==> config.mk <==
export PLATFORM = sky130hd
export DESIGN_NAME = abuf2ddr
export DESIGN_NICKNAME = d
export VERILOG_FILES = /design/src/rtl/abuf2ddr_pkg.sv /design/src/rtl/abuf2ddr_fifo.sv /design/src/rtl/abuf2ddr.sv
export SDC_FILE = /design/constraint.sdc
export NUM_CORES = 1
export LEC_CHECK = 0
export BUFFER_PORTS_ARGS = -buffer_cell sky130_fd_sc_hd__buf_2
export CAP_MARGIN = 5
export CORE_AREA = 2 2 628 630
export DETAILED_ROUTE_END_ITERATION = 6
export DIE_AREA = 0 0 630 632
export GPL_TIMING_DRIVEN = 0
export RECOVER_POWER = 25
export SLEW_MARGIN = 30
export SYNTH_ARGS = -nofsm -noshare
export SYNTH_HDL_FRONTEND = slang
export SYNTH_SLANG_ARGS = --single-unit
==> constraint.sdc <==
create_clock -name clk -period 4.3 [get_ports clk]
set_input_delay 0.43 -clock clk [delete_from_list [all_inputs] [get_ports clk]]
set_output_delay 0.43 -clock clk [all_outputs]
set_load 0.02 [all_outputs]
==> src/rtl/abuf2ddr_pkg.sv <==
// Shared definitions for the accumulation-buffer write-back path: bus widths,
// transfer types and the tail/data beat ratio used by both loader and write-back.
package abuf2ddr_pkg;

    localparam int BATCH   = 2;
    localparam int DATA_W  = 8;
    localparam int TAIL_W  = 16;
    localparam int DDR_W   = 16;
    localparam int TD_RATE = TAIL_W / DATA_W;

    typedef enum logic {
        ABUF_DATA = 1'b0,
        ABUF_TAIL = 1'b1
    } abuf_trans_e;

    typedef enum logic [1:0] {
        ST_IDLE  = 2'd0,
        ST_ISSUE = 2'd1,
        ST_DRAIN = 2'd2
    } abuf_state_e;

    // Bits needed to index n distinct values (at least 1).
    function automatic int bw(input int n);
        return (n <= 1) ? 1 : $clog2(n);
    endfunction

endpackage

==> src/rtl/abuf2ddr_fifo.sv <==
// Synchronous show-ahead FIFO; the head entry is visible on dout_o whenever
// the FIFO is non-empty. Push when full and pop when empty are ignored.
module sync_fifo
    import abuf2ddr_pkg::*;
#(
    parameter int WIDTH = 32,
    parameter int DEPTH = 4,
    parameter int CNT_W = bw(DEPTH + 1)
) (
    input  logic             clk,
    input  logic             rst,
    input  logic             push_i,
    input  logic [WIDTH-1:0] din_i,
    input  logic             pop_i,
    output logic [WIDTH-1:0] dout_o,
    output logic             full_o,
    output logic             empty_o,
    output logic [CNT_W-1:0] count_o
);

    localparam int PTR_W = bw(DEPTH);

    logic [WIDTH-1:0] mem_q [DEPTH];
    logic [PTR_W-1:0] wr_ptr_q, wr_ptr_d;
    logic [PTR_W-1:0] rd_ptr_q, rd_ptr_d;
    logic [CNT_W-1:0] cnt_q, cnt_d;
    logic             do_push_s, do_pop_s;

    function automatic logic [PTR_W-1:0] ptr_inc(input logic [PTR_W-1:0] p);
        if (p == PTR_W'(DEPTH - 1)) begin
            return '0;
        end else begin
            return p + PTR_W'(1);
        end
    endfunction

    assign full_o  = (cnt_q == CNT_W'(DEPTH));
    assign empty_o = (cnt_q == '0);
    assign dout_o  = mem_q[rd_ptr_q];
    assign count_o = cnt_q;

    // Pointer and occupancy next-state.
    always_comb begin
        do_push_s = push_i && !full_o;
        do_pop_s  = pop_i && !empty_o;
        wr_ptr_d  = do_push_s ? ptr_inc(wr_ptr_q) : wr_ptr_q;
        rd_ptr_d  = do_pop_s ? ptr_inc(rd_ptr_q) : rd_ptr_q;
        if (do_push_s && !do_pop_s) begin
            cnt_d = cnt_q + CNT_W'(1);
        end else if (!do_push_s && do_pop_s) begin
            cnt_d = cnt_q - CNT_W'(1);
        end else begin
            cnt_d = cnt_q;
        end
    end

    // Control state registers.
    always_ff @(posedge clk) begin
        if (rst) begin
            wr_ptr_q <= '0;
            rd_ptr_q <= '0;
            cnt_q    <= '0;
        end else begin
            wr_ptr_q <= wr_ptr_d;
            rd_ptr_q <= rd_ptr_d;
            cnt_q    <= cnt_d;
        end
    end

    // Storage array; contents are don't-care until written.
    always_ff @(posedge clk) begin
        if (do_push_s) begin
            mem_q[wr_ptr_q] <= din_i;
        end
    end

endmodule

==> src/rtl/abuf2ddr.sv <==
// Accumulation-buffer write-back: reads one PE's data or tail words and
// serialises them onto a DDR_W valid/ready stream under FIFO credit control.
module abuf2ddr
    import abuf2ddr_pkg::*;
#(
    parameter int BUF_DEPTH  = 256,
    parameter int PE_NUM     = 32,
    parameter int ADDR_W     = bw(BUF_DEPTH),
    parameter int RD_LAT     = 1,
    parameter int FIFO_DEPTH = 4
) (
    input  logic                             clk,
    input  logic                             rst,
    input  logic                             conf_valid,
    output logic                             conf_ready,
    input  logic                             conf_trans_type,
    input  logic [15:0]                      conf_trans_num,
    input  logic [bw(PE_NUM)-1:0]            conf_pe,
    output logic [ADDR_W-1:0]                abuf_rd_addr,
    output logic                             abuf_rd_en,
    input  logic [PE_NUM*BATCH*DATA_W-1:0]   abuf_rd_data,
    input  logic [PE_NUM*BATCH*TAIL_W-1:0]   abuf_rd_tail,
    output logic [DDR_W-1:0]                 ddr_data,
    output logic                             ddr_valid,
    input  logic                             ddr_ready,
    output logic                             ddr_last
);

    localparam int PE_W   = bw(PE_NUM);
    localparam int DENT_W = BATCH * DATA_W;
    localparam int ENT_W  = BATCH * TAIL_W;
    localparam int CNT_W  = bw(FIFO_DEPTH + 1);
    localparam int IF_W   = bw(RD_LAT + 1);
    localparam int SUB_W  = bw(TD_RATE);

    if (DDR_W != BATCH * DATA_W) begin : g_bad_ddr_w
        $error("abuf2ddr: DDR_W must equal BATCH*DATA_W");
    end
    if (TAIL_W != TD_RATE * DATA_W) begin : g_bad_tail_w
        $error("abuf2ddr: TAIL_W must be a multiple of DATA_W");
    end
    if (RD_LAT < 1 || RD_LAT > 2 || FIFO_DEPTH < RD_LAT + 2) begin : g_bad_depth
        $error("abuf2ddr: RD_LAT must be 1..2 and FIFO_DEPTH >= RD_LAT+2");
    end

    abuf_state_e      state_q, state_d;
    abuf_trans_e      type_q, type_d;
    logic [15:0]      num_q, num_d, issued_q, issued_d;
    logic [PE_W-1:0]  pe_q, pe_d;
    logic [ADDR_W-1:0] addr_q, addr_d;
    logic [RD_LAT-1:0] pipe_q, pipe_d;
    logic [SUB_W-1:0] sub_q, sub_d;
    logic [31:0]      beat_q, beat_d, total_q, total_d;
    logic             zero_q, zero_d;

    logic [IF_W-1:0]  inflight_s;
    logic [CNT_W-1:0] fifo_count_s;
    logic             fifo_full_s, fifo_empty_s;
    logic [ENT_W-1:0] fifo_head_s, push_din_s;
    logic [DENT_W-1:0] data_slice_s;
    logic [ENT_W-1:0] tail_slice_s;
    logic             accept_s, issue_s, push_s, hs_s, pop_s;

    // Reads still travelling through the fixed-latency buffer pipeline.
    always_comb begin
        inflight_s = '0;
        for (int i = 0; i < RD_LAT; i++) begin
            inflight_s = inflight_s + IF_W'(pipe_q[i]);
        end
    end

    assign accept_s     = conf_valid && conf_ready;
    assign issue_s      = (state_q == ST_ISSUE) &&
                          ((int'(inflight_s) + int'(fifo_count_s)) < FIFO_DEPTH);
    assign data_slice_s = abuf_rd_data[int'(pe_q)*DENT_W +: DENT_W];
    assign tail_slice_s = abuf_rd_tail[int'(pe_q)*ENT_W +: ENT_W];
    assign push_din_s   = (type_q == ABUF_TAIL) ? tail_slice_s : ENT_W'(data_slice_s);
    assign push_s       = pipe_q[RD_LAT-1] && !fifo_full_s;
    assign hs_s         = ddr_valid && ddr_ready;
    assign pop_s        = hs_s && ((type_q == ABUF_DATA) || (sub_q == SUB_W'(TD_RATE - 1)));

    assign conf_ready   = (state_q == ST_IDLE) && !zero_q;
    assign abuf_rd_en   = issue_s;
    assign abuf_rd_addr = addr_q;
    assign ddr_valid    = !fifo_empty_s;
    assign ddr_data     = fifo_head_s[int'(sub_q)*DDR_W +: DDR_W];
    assign ddr_last     = ddr_valid && (beat_q == total_q - 32'd1);

    sync_fifo #(
        .WIDTH (ENT_W),
        .DEPTH (FIFO_DEPTH),
        .CNT_W (CNT_W)
    ) u_fifo (
        .clk     (clk),
        .rst     (rst),
        .push_i  (push_s),
        .din_i   (push_din_s),
        .pop_i   (pop_s),
        .dout_o  (fifo_head_s),
        .full_o  (fifo_full_s),
        .empty_o (fifo_empty_s),
        .count_o (fifo_count_s)
    );

    // FSM, read issue and serialiser next-state.
    always_comb begin
        state_d  = state_q;
        type_d   = type_q;
        num_d    = num_q;
        pe_d     = pe_q;
        total_d  = total_q;
        zero_d   = 1'b0;
        issued_d = issued_q;
        addr_d   = addr_q;
        beat_d   = beat_q;
        sub_d    = sub_q;
        pipe_d   = RD_LAT'({pipe_q, issue_s});

        if (issue_s) begin
            issued_d = issued_q + 16'd1;
            addr_d   = (addr_q == ADDR_W'(BUF_DEPTH - 1)) ? '0 : addr_q + ADDR_W'(1);
        end else begin
            issued_d = issued_q;
        end

        if (hs_s) begin
            beat_d = beat_q + 32'd1;
            sub_d  = pop_s ? '0 : sub_q + SUB_W'(1);
        end else begin
            beat_d = beat_q;
        end

        case (state_q)
            ST_IDLE: begin
                if (accept_s) begin
                    type_d   = abuf_trans_e'(conf_trans_type);
                    num_d    = conf_trans_num;
                    pe_d     = conf_pe;
                    total_d  = conf_trans_type ? 32'(conf_trans_num) * 32'(TD_RATE)
                                               : 32'(conf_trans_num);
                    issued_d = '0;
                    addr_d   = '0;
                    beat_d   = '0;
                    sub_d    = '0;
                    if (conf_trans_num == 16'd0) begin
                        zero_d  = 1'b1;
                        state_d = ST_IDLE;
                    end else begin
                        state_d = ST_ISSUE;
                    end
                end else begin
                    state_d = ST_IDLE;
                end
            end
            ST_ISSUE: begin
                if (issue_s && (issued_q == num_q - 16'd1)) begin
                    state_d = ST_DRAIN;
                end else begin
                    state_d = ST_ISSUE;
                end
            end
            ST_DRAIN: begin
                if (hs_s && ddr_last) begin
                    state_d = ST_IDLE;
                end else begin
                    state_d = ST_DRAIN;
                end
            end
            default: state_d = ST_IDLE;
        endcase
    end

    // State registers; reset also discards reads still in flight.
    always_ff @(posedge clk) begin
        if (rst) begin
            state_q  <= ST_IDLE;
            type_q   <= ABUF_DATA;
            num_q    <= '0;
            pe_q     <= '0;
            total_q  <= '0;
            zero_q   <= 1'b0;
            issued_q <= '0;
            addr_q   <= '0;
            beat_q   <= '0;
            sub_q    <= '0;
            pipe_q   <= '0;
        end else begin
            state_q  <= state_d;
            type_q   <= type_d;
            num_q    <= num_d;
            pe_q     <= pe_d;
            total_q  <= total_d;
            zero_q   <= zero_d;
            issued_q <= issued_d;
            addr_q   <= addr_d;
            beat_q   <= beat_d;
            sub_q    <= sub_d;
            pipe_q   <= pipe_d;
        end
    end

endmodule

==> results of run 1 <==
-- routing by layer --
| metal | routed length (um) | GRT usage, % | vias up |
|---|---|---|---|
| met5 | 680 | 0.435 | - |
| met4 | 8620 | 3.26 | 112 |
| met3 | 31700 | 5.17 | 513 |
| met2 | 149000 | 25.3 | 1864 |
| met1 | 125000 | 18.7 | 13700 |
| li1 | - | - | 10300 |
-- how the worst min path moves through the flow --
stage | from | to | slack (ps)
finish | conf_trans_num[4] | num_q[4] | 170
global route | conf_trans_num[3] | num_q[3] | 170
CTS | conf_trans_num[3] | num_q[3] | 140
detailed placement | type_q | type_q | 470
global placement | type_q | type_q | 450
floorplan | type_q | type_q | 440
-- state kept, by name, indices dropped and copies added, names as in the netlist, named ones only --
signal and cells:
u_fifo.mem_q 128, beat_q 32, total_q 17, issued_q 16
num_q 16, abuf_rd_addr 8, pe_q 5, u_fifo.count_o 3
state_q 2, u_fifo.rd_ptr_q 2, u_fifo.wr_ptr_q 2, pipe_q 1
sub_q 1, type_q 1, zero_q 1
-- cell usage in the layout (no fill, tap or decap), types with 13 or more instances in the layout --
cell,netlist,routed
buf_2,16,1614
diode_2,0,337
buf_16,0,29
inv_1,13,13
nand4_1,21,21
edfxtp_1,128,128
a21oi_1,42,42
clkbuf_1,113,71
clkbuf_16,0,23
o21ai_0,19,20
nand2_1,74,74
nor2_1,110,110
mux2_2,18,18
mux4_2,528,528
xnor2_1,32,32
mux2i_1,46,39
xor2_1,53,53
clkbuf_2,0,55
or3_1,18,18
nor3_1,23,23
dfxtp_1,109,108
nand3_1,30,30
a211oi_1,19,19
-- critical path: cells and delay by family (launching register included) --
family          cells  cell delay, ps
compound gates      2            1890
fa+ha+maj           2             760
buf+inv             2             710
flops               1             350
simple gates        1             310
xor+xnor            1             180
-- through the flow --
step | setup TNS [ps] | power [mW] | utilization [%] | setup WS (ps) | std cells
4_1_cts | 0 | 10.0 | 9.92 | 1.28 | 8431
2_1_floorplan | 0 | 4.72 | - | 1230 | 1547
3_5_place_dp | -140550 | 7.81 | 9.70 | -1820 | 8391
3_3_place_gp | -307640 | 7.68 | 9.44 | -2990 | 8355
6_report | -4.36 | 9.84 | 10.1 | -4.36 | 8769
5_1_grt | 0 | 10.2 | 10.0 | 4.76 | 8561
-- power groups by stage --
stage | combinational, mW | clock (mW) | sequential, mW
6_report | 5.06 | 2.16 | 2.62
5_1_grt | 5.31 | 2.29 | 2.63
4_1_cts | 5.17 | 2.21 | 2.62
3_5_place_dp | 5.15 | 0 | 2.67
3_3_place_gp | 5.02 | 0 | 2.66
2_1_floorplan | 2.08 | 0 | 2.64
-- area by class of cell --
| cell class | count | area, um2 | share of cell area (%) |
|---|---|---|---|
| multi-input cells | 1132 | 15800 | 39.9 |
| repair buffers | 1625 | 8850 | 22.3 |
| well taps | 5220 | 6530 | 16.5 |
| flip-flops and latches | 237 | 6030 | 15.2 |
| diodes | 337 | 843 | 2.13 |
| plain buffers | 163 | 762 | 1.92 |
| clock buffers | 28 | 614 | 1.55 |
| clock inverters | 13 | 158 | 0.398 |
| inverters | 14 | 52.6 | 0.133 |
-- kinds of logic after synthesis --
group	after synthesis
adder cells (fa/ha/maj)	12
AO/OA/AOI/OAI	108
multiplexers	592
AND/OR/NAND/NOR	335
XOR/XNOR	85
flip-flops	237
buffers and inverters	178
==> summary.md, run 1 <==
| Metric | Value |
|---|---|
| Yosys cell types | `59` |
| Critical Path RT | `between 4000 and 5000 ps` |
| Register area share after synthesis | `26.8%` |
| FP Rows | `230` |
| Clock power frac | `21.9%` |
| Slew @ Worst Pin | `roughly 2000 ps` |
| Leak | `~14 nW` |
| Slowest-stage cell, CP | `o21ai_0` |
| Post_cts resized | `26` |
| DRC viols | `0` |
| Slew Limit Headroom | `-34.7%` |
| Failing checks | `antenna violations, max-capacitance violations, max-slew violations, negative setup slack` |
| RSZ-0062 raised after global routing | `false` |
| Hold Crit Depth | `3` |
| Post-Synth Adder-Cell Area | `0.701%` |
| Setup bufs post-CTS | `0` |
| Clock slew seen by the registers of the worst setup and hold paths | `70 ps` |
| Initial DRT Pass Iterations | `5` |
| #FFs+latches synth | `237` |
| Outcome | `finished, violations left` |
| Share of cells above drive strength 1 | `72.1%` |
| Wire per inst | `35.9 um` |
| Fillers | `around 45000` |
| Critical path endpoint | `u_fifo.count_o[2]` |
| Final worst setup slack | `-4.36 ps` |
| Max-cap violations | `2` |
| Tmin final | `~4300 ps` |
| Psw | `slightly above 4 mW` |
| Chip height | `roughly 630 um` |
| Cell taking the most area after synthesis | `mux4_2` |
| Reg-to-reg endpoint | `u_fifo.count_o[2]` |
| Mapped cell area | `between 20000 and 25000 um2` |
| CP Cell Sequence | `clkinv_1 > o21ai_0 > ha_1 > inv_1 > fa_1 > xor2_1 > or3_1 > a21oi_1` |
| Synth Instances | `1547` |
| DR vias/cell | `3.02` |
| Die area | `398000 um2` |
| Post-DRT Antenna Nets | `1` |
| Reg-to-Reg Start | `type_q` |
| Startpoint types | `register` |
| Max Fclk | `232 MHz` |
| Final Max Slew Viols | `15` |
| Initial DRC count | `2780` |
| Buffers added on ports | `1588` |
| Cells on worst reg2reg path | `8` |
| Starting Density | `5.74%` |
| Combinational share of power | `between 50% and 60%` |
| Routed wire length | `315000 um` |
| Syn nets | `3121` |
| EDFF count, synth | `about 130` |
| Crit-path max cell delay | `between 1500 and 2000 ps` |
| Final Setup Violations | `1` |
| Hold WC Path Type | `input port to register` |
| CTS Sinks | `about 240` |
| Vias in the first global route | `25000` |
| VDD IR max | `0.240 mV` |
| IO Pins | `between 1500 and 2000` |
| Synth area leaders | `mux4_2 (53%), edfxtp_1 (17%), dfxtp_1 (9.7%)` |
| Switching share of power | `41.4%` |
| Area after DPL | `38000 um2` |
| Global-route wire length before repair | `367000 um` |
| Synth Area in Simple Gates | `7.27%` |
| Area growth from synthesis to final layout | `76.4%` |
| Largest net degree at the start of global routing | `23` |
| Critical Path Sink Type | `register` |
| Worst Path Arrival | `4760 ps` |
| TritonCTS Buffers | `23` |
| Fraction of synthesized area in multiplexers | `55.8%` |
| Synth top cells by count | `mux4_2 (528), edfxtp_1 (128), clkbuf_1 (113)` |
| Vias | `~27000` |
| CP Launch Point | `type_q` |
| Yosys warning count | `0` |
| Syn Area/Cell | `between 10 and 15 um2` |
| Internal | `5.77 mW` |
| Largest family of logic cells by synthesized area | `multiplexers` |
| Root Driver | `clkbuf_16` |
| XOR/XNOR share of the synthesized area | `3.31%` |
| Final GP Congestion | `0.999` |
| Initial antenna violation count | `just over 300` |
| CTS H-tree lvls | `1` |
| Gr usage total | `roughly 15%` |
| Placed wire-length estimate after detailed placement | `295000 um` |
| Synth async-reset ratio | `0%` |
| Grt ovf | `0` |
| Skew-Pair Late Insertion Delay | `roughly 560 ps` |
| Skew final | `30.9 ps` |
| Setup CP Type | `register to register` |
| Hold bufs inserted after CTS | `0` |
| Synth Area in Compound Gates | `3.02%` |
| Hold_ws | `167 ps` |
| PwrDens | `between 200 and 250 nW/um2` |
| Final instance area | `a little under 40000 um2` |
| Tcrit/Tclk final | `100%` |
| Die W | `630 um` |
| Crit-path max FO | `7` |
| Nets | `about 4800` |
| Main synth FF type | `edfxtp_1` |
| Clock Tree Buf Depth | `3` |
| CTS tree | `done` |
| Sequential share of power | `26.6%` |
| Final Hold Vio Count | `0` |
| Core area | `391000 um2` |
| Cell with the most instances after synthesis | `mux4_2` |
| Area share of the largest cell type after synthesis | `52.9%` |
| Flop-to-flop setup slack | `-4 ps` |
Power figures use the tool's default switching activity.
==> inputs of run 2 (changes only) <==
CELL_PAD_IN_SITES_DETAIL_PLACEMENT = 1   (was default)
CELL_PAD_IN_SITES_GLOBAL_PLACEMENT = 1   (was default)
PLACE_DENSITY_LB_ADDON = 0.1   (was default)
==> summary.md, run 2 (synthesis gave the netlist of run 1 again) <==
| Metric | Value |
|---|---|
| Outcome | `finished, violations left` |
| Failing checks | `max-capacitance violations, max-slew violations` |
| PnR Total Power | `10.7 mW (+8.7%)` |
| DR vias/cell | `2.96 (-1.9%)` |
| Met2 WL | `155000 um (+3.8%)` |
| Final worst setup slack | `159 ps (+164 ps)` |
| Setup WS pre-CTS | `-1160 ps (+654 ps)` |
| Startpoint types | `register` |
| Commonest non-fill, non-tap cell in the layout | `buf_2` |
| Most used cell, CP | `mux4_2` |
| Setup bufs post-CTS | `0 (unchanged)` |
| Worst Path Arrival | `4370 ps (-390 ps)` |
| Initial DRC count | `1976 (-29%)` |
| IO Pins | `1590 (unchanged)` |
| Leak | `13.7 nW (about the same)` |
| Top reg by flops | `u_fifo.mem_q` |
| Hold WC Path Type | `input port to register` |
| Top routing layer in use | `met5` |
| VDD IR max | `0.206 mV (-14%)` |
| Initial antenna violation count | `357 (+18%)` |
| Slowest-stage cell, CP | `buf_1` |
| Global-route wire length before repair | `372000 um (+1.4%)` |
| Hold_ws | `116 ps (-50.6 ps)` |
| Routed wire length | `311000 um (-0.97%)` |
| Area growth from synthesis to final layout | `74.4%` |
| Reg-to-reg endpoint | `u_fifo.mem_q[0][8]` |
| Leading registers by flop count | `u_fifo.mem_q: 128 flops, beat_q: 32 flops, total_q: 17 flops` |
| Final Setup Violations | `0 (-1)` |
| Wire length on met3 | `24000 um (-24%)` |
| Starting Density | `5.74% (unchanged)` |
| Clock Tree Buf Depth | `3 (unchanged)` |
| TritonCTS Buffers | `35 (+52%)` |
| Most frequent cells in the layout | `buf_2 (1607), mux4_2 (528), edfxtp_1 (128)` |
| Crit-path max FO | `10 (+3)` |
| Die area | `398000 um2 (unchanged)` |
| PwrDens | `273 nW/um2 (+9.9%)` |
| Critical Path RT | `4530 ps (-230 ps)` |
| Nets | `4769 (-0.021%)` |
| Chip height | `632 um (unchanged)` |
| Vias | `25500 (-3.7%)` |
| FP Rows | `230 (unchanged)` |
| CP Cell Sequence | `clkbuf_8 > clkbuf_2 > buf_1 > mux4_2 > mux4_2 > mux4_2` |
| Slew @ Worst Pin | `1590 ps (-407 ps)` |
| Reg-to-Reg Start | `pe_q[0]` |
| Share of cells above drive strength 1 | `71.8% (-0.27 points)` |
| CTS H-tree lvls | `2 (+1)` |
| Wire per inst | `36.2 um (+0.87%)` |
| Final Max Slew Viols | `16 (+1)` |
| Grt ovf | `0 (unchanged)` |
| Post-DRT Antenna Nets | `0 (-1)` |
| Tmin final | `4140 ps (-164 ps)` |
| Vias in the first global route | `26400 (+5.4%)` |
| Die W | `630 um (unchanged)` |
| Tcrit/Tclk final | `96.3% (-3.8 points)` |
| Max Fclk | `242 MHz (+4.0%)` |
| RSZ-0062 raised after global routing | `false` |
| Final Hold Vio Count | `0 (unchanged)` |
| Core area | `391000 um2 (unchanged)` |
| Metal1 wirelength | `127000 um (+1.7%)` |
| Initial DRT Pass Iterations | `5 (unchanged)` |
| Crit-path max cell delay | `730 ps (-1010 ps)` |
| Cells on worst reg2reg path | `6 (-2)` |
| CP Launch Point | `pe_q[0]` |
| Setup CP Type | `register to register` |
| Skew-Pair Late Insertion Delay | `570 ps (about the same)` |
| Clock slew seen by the registers of the worst setup and hold paths | `60 ps (about the same)` |
| CTS tree | `done` |
| Buffers added on ports | `1588 (unchanged)` |
| Layout Utilization | `10.0% (-0.11 points)` |
| Number of flip-flops under the largest register name | `128 (unchanged)` |
| Flop-to-flop setup slack | `160 ps (+160 ps)` |
| Largest net degree at the start of global routing | `21 (-8.7%)` |
| Gr usage total | `15.0% (-0.098 points)` |
| DRC viols | `0 (unchanged)` |
| Final GP Congestion | `0.933 (-6.6%)` |
| Placed wire-length estimate after detailed placement | `286000 um (-3.0%)` |
| CTS Sinks | `237 (unchanged)` |
| Max-cap violations | `1 (-1)` |
| Root Driver | `clkbuf_16` |
| Skew final | `24.4 ps (-6.45 ps)` |
| Worst hold path startpoint | `conf_pe[1]` |
| Hold Crit Depth | `3 (unchanged)` |
| Fillers | `46100 (+1.7%)` |
| Hold endpoint | `pe_q[1]` |
| Critical Path Sink Type | `register` |
| Slew Limit Headroom | `-6.36% (+28 points)` |
-- run 2: area by class of cell --
type | instances | area [um2] | area share [%]
diodes | 169 | 423 | 1.08
plain buffers | 164 | 817 | 2.08
clock buffers | 50 | 972 | 2.48
clock inverters | 12 | 221 | 0.565
inverters | 14 | 52.6 | 0.134
multi-input cells | 1132 | 15800 | 40.3
flip-flops and latches | 237 | 6030 | 15.4
well taps | 5220 | 6530 | 16.7
repair buffers | 1611 | 8370 | 21.3
-- run 2: repair_timing --
action / CTS / global route
resized for setup: 43 / 1
endpoints found under the setup margin: 128 / 1
hold buffers: 0 / 0
-- run 2: worst max-delay path by stage --
stage                     cells after the start                  end  slack (ps)
final                                         6   u_fifo.mem_q[0][8]         160
after floorplan                               6   u_fifo.mem_q[0][0]        1230
after global placement                        6   u_fifo.mem_q[0][4]       -3130
after detailed placement                      8  u_fifo.mem_q[1][31]       -1160
after global routing                          8             ddr_last           5
after CTS                                     8  u_fifo.mem_q[2][31]           4
-- run 2: per-layer routing --
layer / vias up / track usage [%]
met5: - / 0
met1: 13300 / 18.3
met2: 1445 / 26.5
li1: 10200 / -
met4: 118 / 1.74
met3: 512 / 4.64
-- run 2: critical path, delay by kind of cell, from the launching register on --
| family | cells | cell delay (ps) |
|---|---|---|
| mux | 3 | 1920 |
| flops | 1 | 320 |
| buf+inv | 3 | 1470 |
-- run 2: report_power, final --
| group | total [mW] | switching [mW] | internal (mW) |
|---|---|---|---|
| logic | 4.95 | 2.96 | 1.99 |
| clock network | 3.11 | 1.23 | 1.89 |
| registers | 2.63 | 0.0965 | 2.53 |
-- run 2: through the flow --
step | setup TNS, ps | std cells | area [um2]
floorplan | 0 | 1547 | 22500
global placement | -351010 | 8355 | 37000
detailed placement | -82270 | 8377 | 37500
CTS | 0 | 8439 | 38800
global route | 0 | 8501 | 38900
finish | 0 | 8609 | 39200
==> inputs of run 3 (changes only) <==
BUFFER_PORTS_ARGS = -buffer_cell sky130_fd_sc_hd__buf_4   (was -buffer_cell sky130_fd_sc_hd__buf_2)
==> summary.md, run 3 (synthesis gave the netlist of run 1 again) <==
| Metric | Value |
|---|---|
| Clock Tree Buf Depth | `3 (unchanged)` |
| Buffers added on ports | `1588 (unchanged)` |
| Vias | `24700 (-3.1%)` |
| Leak | `15.2 nW (+10%)` |
| Tmin final | `4080 ps (-61.4 ps)` |
| Hold_ws | `135 ps (+19.0 ps)` |
| Initial DRT Pass Iterations | `5 (unchanged)` |
| Psw | `4.26 mW (-0.40%)` |
| Initial antenna violation count | `226 (-37%)` |
| Most frequent cells in the layout | `buf_4 (1594), mux4_2 (528), edfxtp_1 (128)` |
| Max-cap violations | `0 (-1)` |
| FP Rows | `230 (unchanged)` |
| Gr usage total | `15.3% (+0.22 points)` |
| Number of flip-flops under the largest register name | `128 (unchanged)` |
| VDD IR max | `0.224 mV (+9.0%)` |
| Initial DRC count | `1727 (-13%)` |
| Slew Limit Headroom | `21.9% (+28 points)` |
| Clock slew seen by the registers of the worst setup and hold paths | `50 ps (about the same)` |
| DRC viols | `0 (unchanged)` |
| Setup CP Type | `register to register` |
| Worst Path Arrival | `4320 ps (-50 ps)` |
| Crit-path max FO | `10 (unchanged)` |
| Chip height | `632 um (unchanged)` |
| CTS H-tree lvls | `2 (unchanged)` |
| Post-DRT Antenna Nets | `0 (unchanged)` |
| Final GP Congestion | `0.881 (-5.5%)` |
| Clock power frac | `27.2% (-1.9 points)` |
| Root Driver | `clkbuf_16` |
| Largest net degree at the start of global routing | `31 (+48%)` |
| Tcrit/Tclk final | `94.9% (-1.4 points)` |
| Hold WC Path Type | `input port to register` |
| CTS tree | `done` |
| Skew-Pair Late Insertion Delay | `560 ps (about the same)` |
| Final Max Slew Viols | `0 (-16)` |
| Setup TNS | `0 ps (unchanged)` |
| Setup bufs post-CTS | `0 (unchanged)` |
| Share of cells above drive strength 1 | `72.0% (+0.15 points)` |
| Skew final | `23.5 ps (-0.909 ps)` |
| Max Fclk | `245 MHz (+1.5%)` |
| RSZ-0062 raised after global routing | `false` |
| Combinational share of power | `48.9% (+2.6 points)` |
| Placed wire-length estimate after detailed placement | `291000 um (+1.6%)` |
| TritonCTS Buffers | `36 (+2.9%)` |
| Core area | `391000 um2 (unchanged)` |
| DR vias/cell | `2.91 (-1.9%)` |
| Final worst setup slack | `221 ps (+61.4 ps)` |
| Top reg by flops | `u_fifo.mem_q` |
| Switching share of power | `38.7% (-1.4 points)` |
| PwrDens | `257 nW/um2 (-5.9%)` |
| Grt ovf | `0 (unchanged)` |
| Global-route wire length before repair | `377000 um (+1.4%)` |
| Starting Density | `5.74% (unchanged)` |
| Commonest non-fill, non-tap cell in the layout | `buf_4` |
| Fillers | `45800 (-0.68%)` |
| Die W | `630 um (unchanged)` |
| Critical Path Sink Type | `register` |
| Routed wire length | `315000 um (+1.1%)` |
| Startpoint types | `register` |
| Critical Path RT | `4540 ps (about the same)` |
| Flop-to-flop setup slack | `220 ps (+60 ps)` |
| Internal | `6.77 mW (+5.5%)` |
| Final Hold Vio Count | `0 (unchanged)` |
| Outcome | `completed` |
| Hold bufs inserted after CTS | `0 (unchanged)` |
| Sequential share of power | `23.9% (-0.7 points)` |
| Die area | `398000 um2 (unchanged)` |
| IO Pins | `1590 (unchanged)` |
| Nets | `4773 (+0.084%)` |
| PnR Total Power | `11.0 mW (+3.1%)` |
| CTS Sinks | `237 (unchanged)` |
| Wire per inst | `37.1 um (+2.4%)` |
| Area growth from synthesis to final layout | `91.2%` |
| Vias in the first global route | `26700 (+1.1%)` |
| Slew @ Worst Pin | `1170 ps (-424 ps)` |
| Setup WS pre-CTS | `-1310 ps (-154 ps)` |
| Leading registers by flop count | `u_fifo.mem_q: 128 flops, beat_q: 32 flops, total_q: 17 flops` |
| Final Setup Violations | `0 (unchanged)` |
## run 3: cell types whose count changed in the layout (fill, tap and decap cells not counted), moves of 4 or more
cell     previous run  this run
buf_16              4        11
buf_4              13      1594
buf_12             15        10
buf_2            1607        26
mux2i_1            39        35
diode_2           169        56
## run 3: per-stage QoR
step / util (%) / cell area, um2 / cells
floorplan: - / 22500 / 1547
global placement: 10.5 / 40900 / 8355
detailed placement: 10.6 / 41600 / 8382
CTS: 11.0 / 42900 / 8447
global route: 11.0 / 42900 / 8456
finish: 11.0 / 43000 / 8502
## run 3: path summary, 6_finish.rpt
check	from	endpoint	cells past startpoint
worst max-delay path	pe_q[1]	u_fifo.mem_q[2][6]	6
worst max register to register	pe_q[1]	u_fifo.mem_q[2][6]	6
worst min-delay path	conf_pe[0]	pe_q[0]	3
worst min register to register	type_q	type_q	2
## run 3: metal layers
metal / up-vias / GRT usage, % / share of wire, %
li1: 10000 / - / -
met4: 78 / 1.05 / 0.98
met5: - / 0 / 0.16
met1: 13100 / 18.5 / 40
met2: 1215 / 27.5 / 51
met3: 314 / 4.55 / 7.8
## run 3: cell type report
class / count / area (um2) / share of cell area (%)
flip-flops and latches: 237 / 6030 / 14.0
clock inverters: 15 / 186 / 0.434
multi-input cells: 1132 / 15800 / 36.8
inverters: 14 / 52.6 / 0.122
well taps: 5220 / 6530 / 15.2
plain buffers: 163 / 811 / 1.89
diodes: 56 / 140 / 0.326
repair buffers: 1615 / 12500 / 29.0
clock buffers: 50 / 973 / 2.26
## run 3: power by group through the flow
| stage | combinational [mW] | clock [mW] | sequential (mW) |
|---|---|---|---|
| 5_1_grt | 5.73 | 3.25 | 2.65 |
| 4_1_cts | 5.63 | 3.17 | 2.63 |
| 2_1_floorplan | 2.08 | 0 | 2.64 |
| 3_5_place_dp | 5.58 | 0 | 2.68 |
| 6_report | 5.40 | 3.00 | 2.63 |
| 3_3_place_gp | 5.50 | 0 | 2.68 |
## run 3: repair_timing
item                                    in CTS  in global routing
pin swaps                                    0                  0
endpoints found under the setup margin     128                 13
resized for setup                           53                  3
## run 3: critical path, cell delays in order (launching register included)
cell and delay (ps):
dfxtp_1 310, clkbuf_2 320, clkbuf_2 490, clkbuf_1 860, mux4_2 460, mux4_2 590
mux4_2 670
